`config.mk`:
```
export PLATFORM = sky130hd
export DESIGN_NAME = pq_cmd_adapter
export DESIGN_NICKNAME = d
export VERILOG_FILES = /design/src/rtl/pq_cmd_adapter.sv
export SDC_FILE = /design/constraint.sdc
export NUM_CORES = 1
export LEC_CHECK = 0
export BUFFER_PORTS_ARGS = -buffer_cell sky130_fd_sc_hd__buf_2
export CAP_MARGIN = 30
export CORE_ASPECT_RATIO = 1.5
export CORE_MARGIN = 2
export CORE_UTILIZATION = 49
export CTS_CLUSTER_SIZE = 30
export DETAILED_ROUTE_END_ITERATION = 10
export PLACE_DENSITY = 0.81
export SKIP_LAST_GASP = 1
export SLEW_MARGIN = 40
export SYNTH_ARGS = -nofsm -noshare
export SYNTH_HDL_FRONTEND = slang
export SYNTH_SLANG_ARGS = --single-unit
export TNS_END_PERCENT = 1
```
`constraint.sdc`:
```
create_clock -name i_CLK -period 2.8 [get_ports i_CLK]
set_clock_uncertainty 0.1 [all_clocks]
set_input_delay 0.7 -clock i_CLK [delete_from_list [all_inputs] [get_ports i_CLK]]
set_output_delay 0.7 -clock i_CLK [all_outputs]
set_load 0.005 [all_outputs]
```
`src/rtl/pq_cmd_adapter.sv`:
```
// Valid/ready front-end for the systolic min-priority queue: turns push/pop requests
// into single-cycle enqueue/dequeue/replace pulses, then waits out the queue's settle time.
module pq_cmd_adapter #(
    parameter int QUEUE_SIZE    = 4,
    parameter int DATA_WIDTH    = 16,
    parameter int SETTLE_CYCLES = 2
) (
    input  logic                  i_CLK,
    input  logic                  i_RSTn,
    input  logic                  i_push_valid,
    output logic                  o_push_ready,
    input  logic [DATA_WIDTH-1:0] i_push_data,
    input  logic                  i_pop_valid,
    output logic                  o_pop_ready,
    output logic                  o_rsp_valid,
    input  logic                  i_rsp_ready,
    output logic [DATA_WIDTH-1:0] o_rsp_data,
    output logic                  o_q_wrt,
    output logic                  o_q_read,
    output logic [DATA_WIDTH-1:0] o_q_data,
    input  logic                  i_q_full,
    input  logic                  i_q_empty,
    input  logic [DATA_WIDTH-1:0] i_q_head
);

    localparam int CNT_W = $clog2(SETTLE_CYCLES + 1);
    localparam logic [CNT_W-1:0] CNT_LOAD = CNT_W'(SETTLE_CYCLES - 1);

    localparam logic [1:0] IDLE   = 2'd0;
    localparam logic [1:0] ISSUE  = 2'd1;
    localparam logic [1:0] SETTLE = 2'd2;

    if (SETTLE_CYCLES < 1) begin : gSettleCheck
        $error("pq_cmd_adapter: SETTLE_CYCLES must be at least 1");
    end
    if (QUEUE_SIZE < 1) begin : gSizeCheck
        $error("pq_cmd_adapter: QUEUE_SIZE must be at least 1");
    end

    logic [1:0]            state_q, state_d;
    logic [CNT_W-1:0]      cnt_q, cnt_d;
    logic                  qWrt_q, qRead_q;
    logic [DATA_WIDTH-1:0] qData_q;
    logic                  rspValid_q;
    logic [DATA_WIDTH-1:0] rspData_q;
    logic                  popReady, pushReady, pushFire, popFire;

    // A pop needs a free response slot and a non-empty queue; a full queue can
    // still take a push if it is paired with a pop into a replace.
    assign popReady  = (state_q == IDLE) && !i_q_empty && !rspValid_q;
    assign pushReady = (state_q == IDLE) && (!i_q_full || (i_pop_valid && popReady));
    assign pushFire  = i_push_valid && pushReady;
    assign popFire   = i_pop_valid && popReady;

    always_comb begin
        state_d = state_q;
        cnt_d   = cnt_q;
        case (state_q)
            IDLE: begin
                if (pushFire || popFire) state_d = ISSUE;
            end
            ISSUE: begin
                state_d = SETTLE;
                cnt_d   = CNT_LOAD;
            end
            SETTLE: begin
                if (cnt_q == '0) state_d = IDLE;
                else             cnt_d   = cnt_q - 1'b1;
            end
            default: state_d = IDLE;
        endcase
    end

    // Issue bits are only set on an accept edge, so they are high for the ISSUE cycle alone.
    always_ff @(posedge i_CLK or negedge i_RSTn) begin
        if (!i_RSTn) begin
            state_q    <= IDLE;
            cnt_q      <= '0;
            qWrt_q     <= 1'b0;
            qRead_q    <= 1'b0;
            qData_q    <= '0;
            rspValid_q <= 1'b0;
            rspData_q  <= '0;
        end else begin
            state_q <= state_d;
            cnt_q   <= cnt_d;
            qWrt_q  <= pushFire;
            qRead_q <= popFire;
            if (pushFire) qData_q <= i_push_data;
            if (popFire) begin
                rspValid_q <= 1'b1;
                rspData_q  <= i_q_head;
            end else if (rspValid_q && i_rsp_ready) begin
                rspValid_q <= 1'b0;
            end
        end
    end

    assign o_push_ready = pushReady;
    assign o_pop_ready  = popReady;
    assign o_q_wrt      = qWrt_q;
    assign o_q_read     = qRead_q;
    assign o_q_data     = qData_q;
    assign o_rsp_valid  = rspValid_q;
    assign o_rsp_data   = rspData_q;

endmodule

```
==> run_summary.xml <==
<?xml version="1.0" encoding="UTF-8"?>
<metrics>
  <group name="layout">
    <metric name="fillerInstances" unit="">264</metric>
    <metric name="insertedDiodeCount" unit="">0</metric>
    <metric name="final_design_area_no_fill" unit="um2">2050</metric>
    <metric name="layout-drive-gt1-share" unit="%">64.4</metric>
    <metric name="nets" unit="">219</metric>
    <metric name="final_cell_mix" unit="">buf_2 (74), dfrtp_1 (39), mux2_2 (23)</metric>
    <metric name="mostFrequentLayoutCell" unit="">buf_2</metric>
    <metric name="synthToLayoutAreaGrowth" unit="%">29.7</metric>
  </group>
  <group name="worst_setup_path">
    <metric name="rr_endpoint" unit="">o_rsp_data[9]</metric>
    <metric name="max_stage_delay" unit="ns">0.42</metric>
    <metric name="cpLargestDelayFamily" unit="">simple AND/OR/NAND/NOR gates</metric>
    <metric name="critPathBufInv" unit="">2</metric>
    <metric name="ff2ff_setup_slack" unit="ns">0.85</metric>
    <metric name="timing.critical_path.required" unit="ns">2.00</metric>
    <metric name="startpoint_type" unit="">input pin</metric>
    <metric name="critical_path_data_arrival_time" unit="ns">1.50</metric>
    <metric name="setup.worst_path.end_class" unit="">output port</metric>
    <metric name="timing.setup.critical_path_class" unit="">in2out</metric>
    <metric name="timing.critical_path.cells" unit="">buf_2, or3b_4, a21oi_1, buf_2</metric>
    <metric name="worst-r2r-cell-count" unit="">3</metric>
    <metric name="regToRegStartpoint" unit="">o_rsp_valid</metric>
    <metric name="path_max_fanout" unit="">4</metric>
    <metric name="critPathSlowestCell" unit="">or3b_4</metric>
    <metric name="critical-path-top-cell-by-count" unit="">buf_2</metric>
  </group>
  <group name="yosys">
    <metric name="postSynthCellCount" unit="">100</metric>
    <metric name="post_synth_num_cell_types" unit="">21</metric>
    <metric name="mappedNetlistArea" unit="um2">1580</metric>
    <metric name="synth_fp_nets" unit="">140</metric>
    <metric name="number_of_synthesized_register_bits" unit="">39</metric>
    <metric name="syn-mean-instance-area" unit="um2">15.8</metric>
    <metric name="seq_area_frac_synth" unit="%">61.7</metric>
    <metric name="yosysWarningCount" unit="">0</metric>
  </group>
  <group name="power_and_ir_drop">
    <metric name="pwr-share-comb" unit="%">37.6</metric>
    <metric name="power.switching" unit="uW">635</metric>
    <metric name="power_frac_seq" unit="%">45.9</metric>
    <metric name="clockPowerShare" unit="%">16.5</metric>
    <metric name="irDropWorstVdd" unit="mV">0.608</metric>
    <metric name="power-per-cell-area" unit="nW/um2">1040</metric>
    <metric name="p_leak" unit="uW">0.00106</metric>
    <metric name="p_int" unit="uW">1500</metric>
    <metric name="p_sw_share" unit="%">29.8</metric>
  </group>
  <group name="global_route">
    <metric name="grt_antenna_before_repair" unit="">0</metric>
    <metric name="grt.total_usage" unit="%">17.8</metric>
    <metric name="via_count_of_the_first_global_routing_pass" unit="">1107</metric>
    <metric name="grt_first_pass_wirelength" unit="mm">4.81</metric>
    <metric name="grt_max_degree" unit="">40</metric>
    <metric name="overflow" unit="">0</metric>
  </group>
  <group name="clock_network">
    <metric name="post_cts.resized_instances" unit="">0</metric>
    <metric name="clock_tree.buffer_depth" unit="">2</metric>
    <metric name="cts_root_buffer" unit="">clkbuf_8</metric>
    <metric name="clk_transition_reported_paths" unit="ns">0.07</metric>
    <metric name="source_to_sink_clock_delay_at_the_later_pin_of_the_worst_skew_pair" unit="ns">0.28</metric>
    <metric name="postCtsHoldBufs" unit="">0</metric>
    <metric name="h-tree-depth" unit="">2</metric>
    <metric name="cts.sinks" unit="">39</metric>
    <metric name="cts_buffers" unit="">5</metric>
    <metric name="tritoncts" unit="">built</metric>
    <metric name="buffer_count_from_post_cts_setup_fixing" unit="">0</metric>
  </group>
  <group name="timing">
    <metric name="finalSetupTns" unit="ns">0</metric>
    <metric name="hold_viol_final" unit="">0</metric>
    <metric name="setup_violations" unit="">0</metric>
    <metric name="post-route-period-util" unit="%">82.0</metric>
    <metric name="fin_worst_hold_slack" unit="ns">0.269</metric>
    <metric name="rsz0062_at_grt" unit="">no</metric>
    <metric name="finalWorstPathRequiredPeriod" unit="ns">2.30</metric>
    <metric name="worst_pin_slew" unit="ns">0.720</metric>
    <metric name="max_freq" unit="GHz">0.435</metric>
    <metric name="final_max_slew_viol_count" unit="">0</metric>
    <metric name="relSlewSlack" unit="%">52.0</metric>
  </group>
  <group name="outcome">
    <metric name="status" unit="">complete, no violations</metric>
  </group>
  <group name="drt">
    <metric name="ant_nets" unit="">0</metric>
    <metric name="route.detailed.wl_per_inst" unit="um">14.2</metric>
    <metric name="routed_via_count_divided_by_cell_count" unit="">4.92</metric>
    <metric name="drt_first_iter_violations" unit="">14</metric>
    <metric name="drt_pre_antenna_iters" unit="">4</metric>
    <metric name="detail_route.drc_violations" unit="">0</metric>
    <metric name="wirelength" unit="mm">3.13</metric>
    <metric name="routed_via_count" unit="">1082</metric>
  </group>
  <group name="min_path">
    <metric name="hold_path.class" unit="">in2async</metric>
  </group>
  <group name="floorplan">
    <metric name="chipHeight" unit="um">73.6</metric>
    <metric name="dieArea" unit="um2">3710</metric>
    <metric name="initial_utilization" unit="%">50.6</metric>
    <metric name="io_pins" unit="">76</metric>
    <metric name="chipWidth" unit="um">50.4</metric>
    <metric name="core.rowCount" unit="">25</metric>
    <metric name="coreArea" unit="um2">3130</metric>
  </group>
  <group name="job">
    <metric name="cap_viol_max_count" unit="">0</metric>
  </group>
  <group name="place">
    <metric name="port_buffers" unit="">75</metric>
    <metric name="dp_hpwl" unit="mm">2.36</metric>
    <metric name="place.gp.congestion" unit="">0.706</metric>
    <metric name="placement.cell_area" unit="um2">1970</metric>
  </group>
</metrics>
-- sequential cells by signal, summed over array words and instances, names as in the netlist --
register and count:
o_q_data 16, o_rsp_data 16, cnt_q 2, state_q 2
o_q_read 1, o_q_wrt 1, o_rsp_valid 1
-- cell type report --
cell class              instances  area (um2)  share of cell area [%]
multi-input cells              51         536                    26.1
flip-flops and latches         39         976                    47.6
well taps                      40        50.0                    2.44
clock buffers                   7        76.3                    3.72
repair buffers                 76         385                    18.8
clock inverters                 1        5.00                   0.244
inverters                       6        22.5                    1.10
-- cells by family after synthesis --
| family | count (synthesis) | share of synthesized area (%) |
|---|---|---|
| and+or+nand+nor | 8 | 3.09 |
| DFF | 39 | 61.7 |
| adders and majority gates | 1 | 0.791 |
| muxes | 33 | 25.6 |
| buffers and inverters | 10 | 4.43 |
| AOI/OAI and AO/OA | 9 | 4.35 |
-- how the worst max path moves through the flow --
stage / startpoint / to / slack [ns] / depth (start not counted)
after floorplan: i_q_empty / o_q_data[10] / 0.54 / 4
final: i_q_empty / o_push_ready / 0.50 / 4
after global routing: i_q_empty / o_push_ready / 0.44 / 4
after global placement: i_q_empty / o_rsp_data[9] / 0.47 / 4
after CTS: i_q_empty / o_push_ready / 0.51 / 4
after detailed placement: i_q_empty / o_q_data[5] / 0.43 / 5
-- power by group through the flow --
stage | Clock (uW) | Sequential (uW) | Combinational [uW]
after floorplan | 0 | 997 | 445
after global placement | 0 | 972 | 768
after detailed placement | 0 | 986 | 812
after CTS | 362 | 980 | 815
after global routing | 393 | 1010 | 866
final | 352 | 978 | 801
-- cell usage after synthesis, drive strengths merged --
cell | count | area [um2]
a211oi | 1 | 20.0
a21oi | 3 | 15.0
a2bb2oi | 1 | 8.76
buf | 4 | 47.5
dfrtp | 39 | 976
ha | 1 | 12.5
inv | 6 | 22.5
mux2 | 33 | 405
nand2b | 1 | 6.26
nor2 | 2 | 7.51
nor2b | 1 | 6.26
nor3 | 1 | 5.00
o21ai | 2 | 10.0
o22a | 1 | 8.76
o22ai | 1 | 6.26
or2 | 2 | 12.5
or3b | 1 | 11.3
-- per-stage QoR --
step	total power (uW)	util [%]	worst slack, ns	std cells
2_1_floorplan	1440	-	0.543	100
3_3_place_gp	1740	62.9	0.470	212
3_5_place_dp	1800	62.9	0.426	212
4_1_cts	2160	65.5	0.505	220
5_1_grt	2270	65.6	0.436	220
6_report	2130	65.6	0.504	220
-- worst register-to-register path, cell delays in order, from the launching register on --
cell	delay [ns]
dfrtp_1	0.41
or3b_4	0.42
or2_1	0.49
mux2_1	0.41
-- routing by layer --
layer | GRT usage, % | wire, um | vias up
met2 | 31.3 | 1770 | 38
met5 | 0 | 0 | -
met4 | 9.61 | 76 | 0
met3 | 5.08 | 155 | 8
met1 | 19.1 | 1130 | 539
li1 | - | - | 497
No activity file was read; power rests on OpenSTA's default activity.
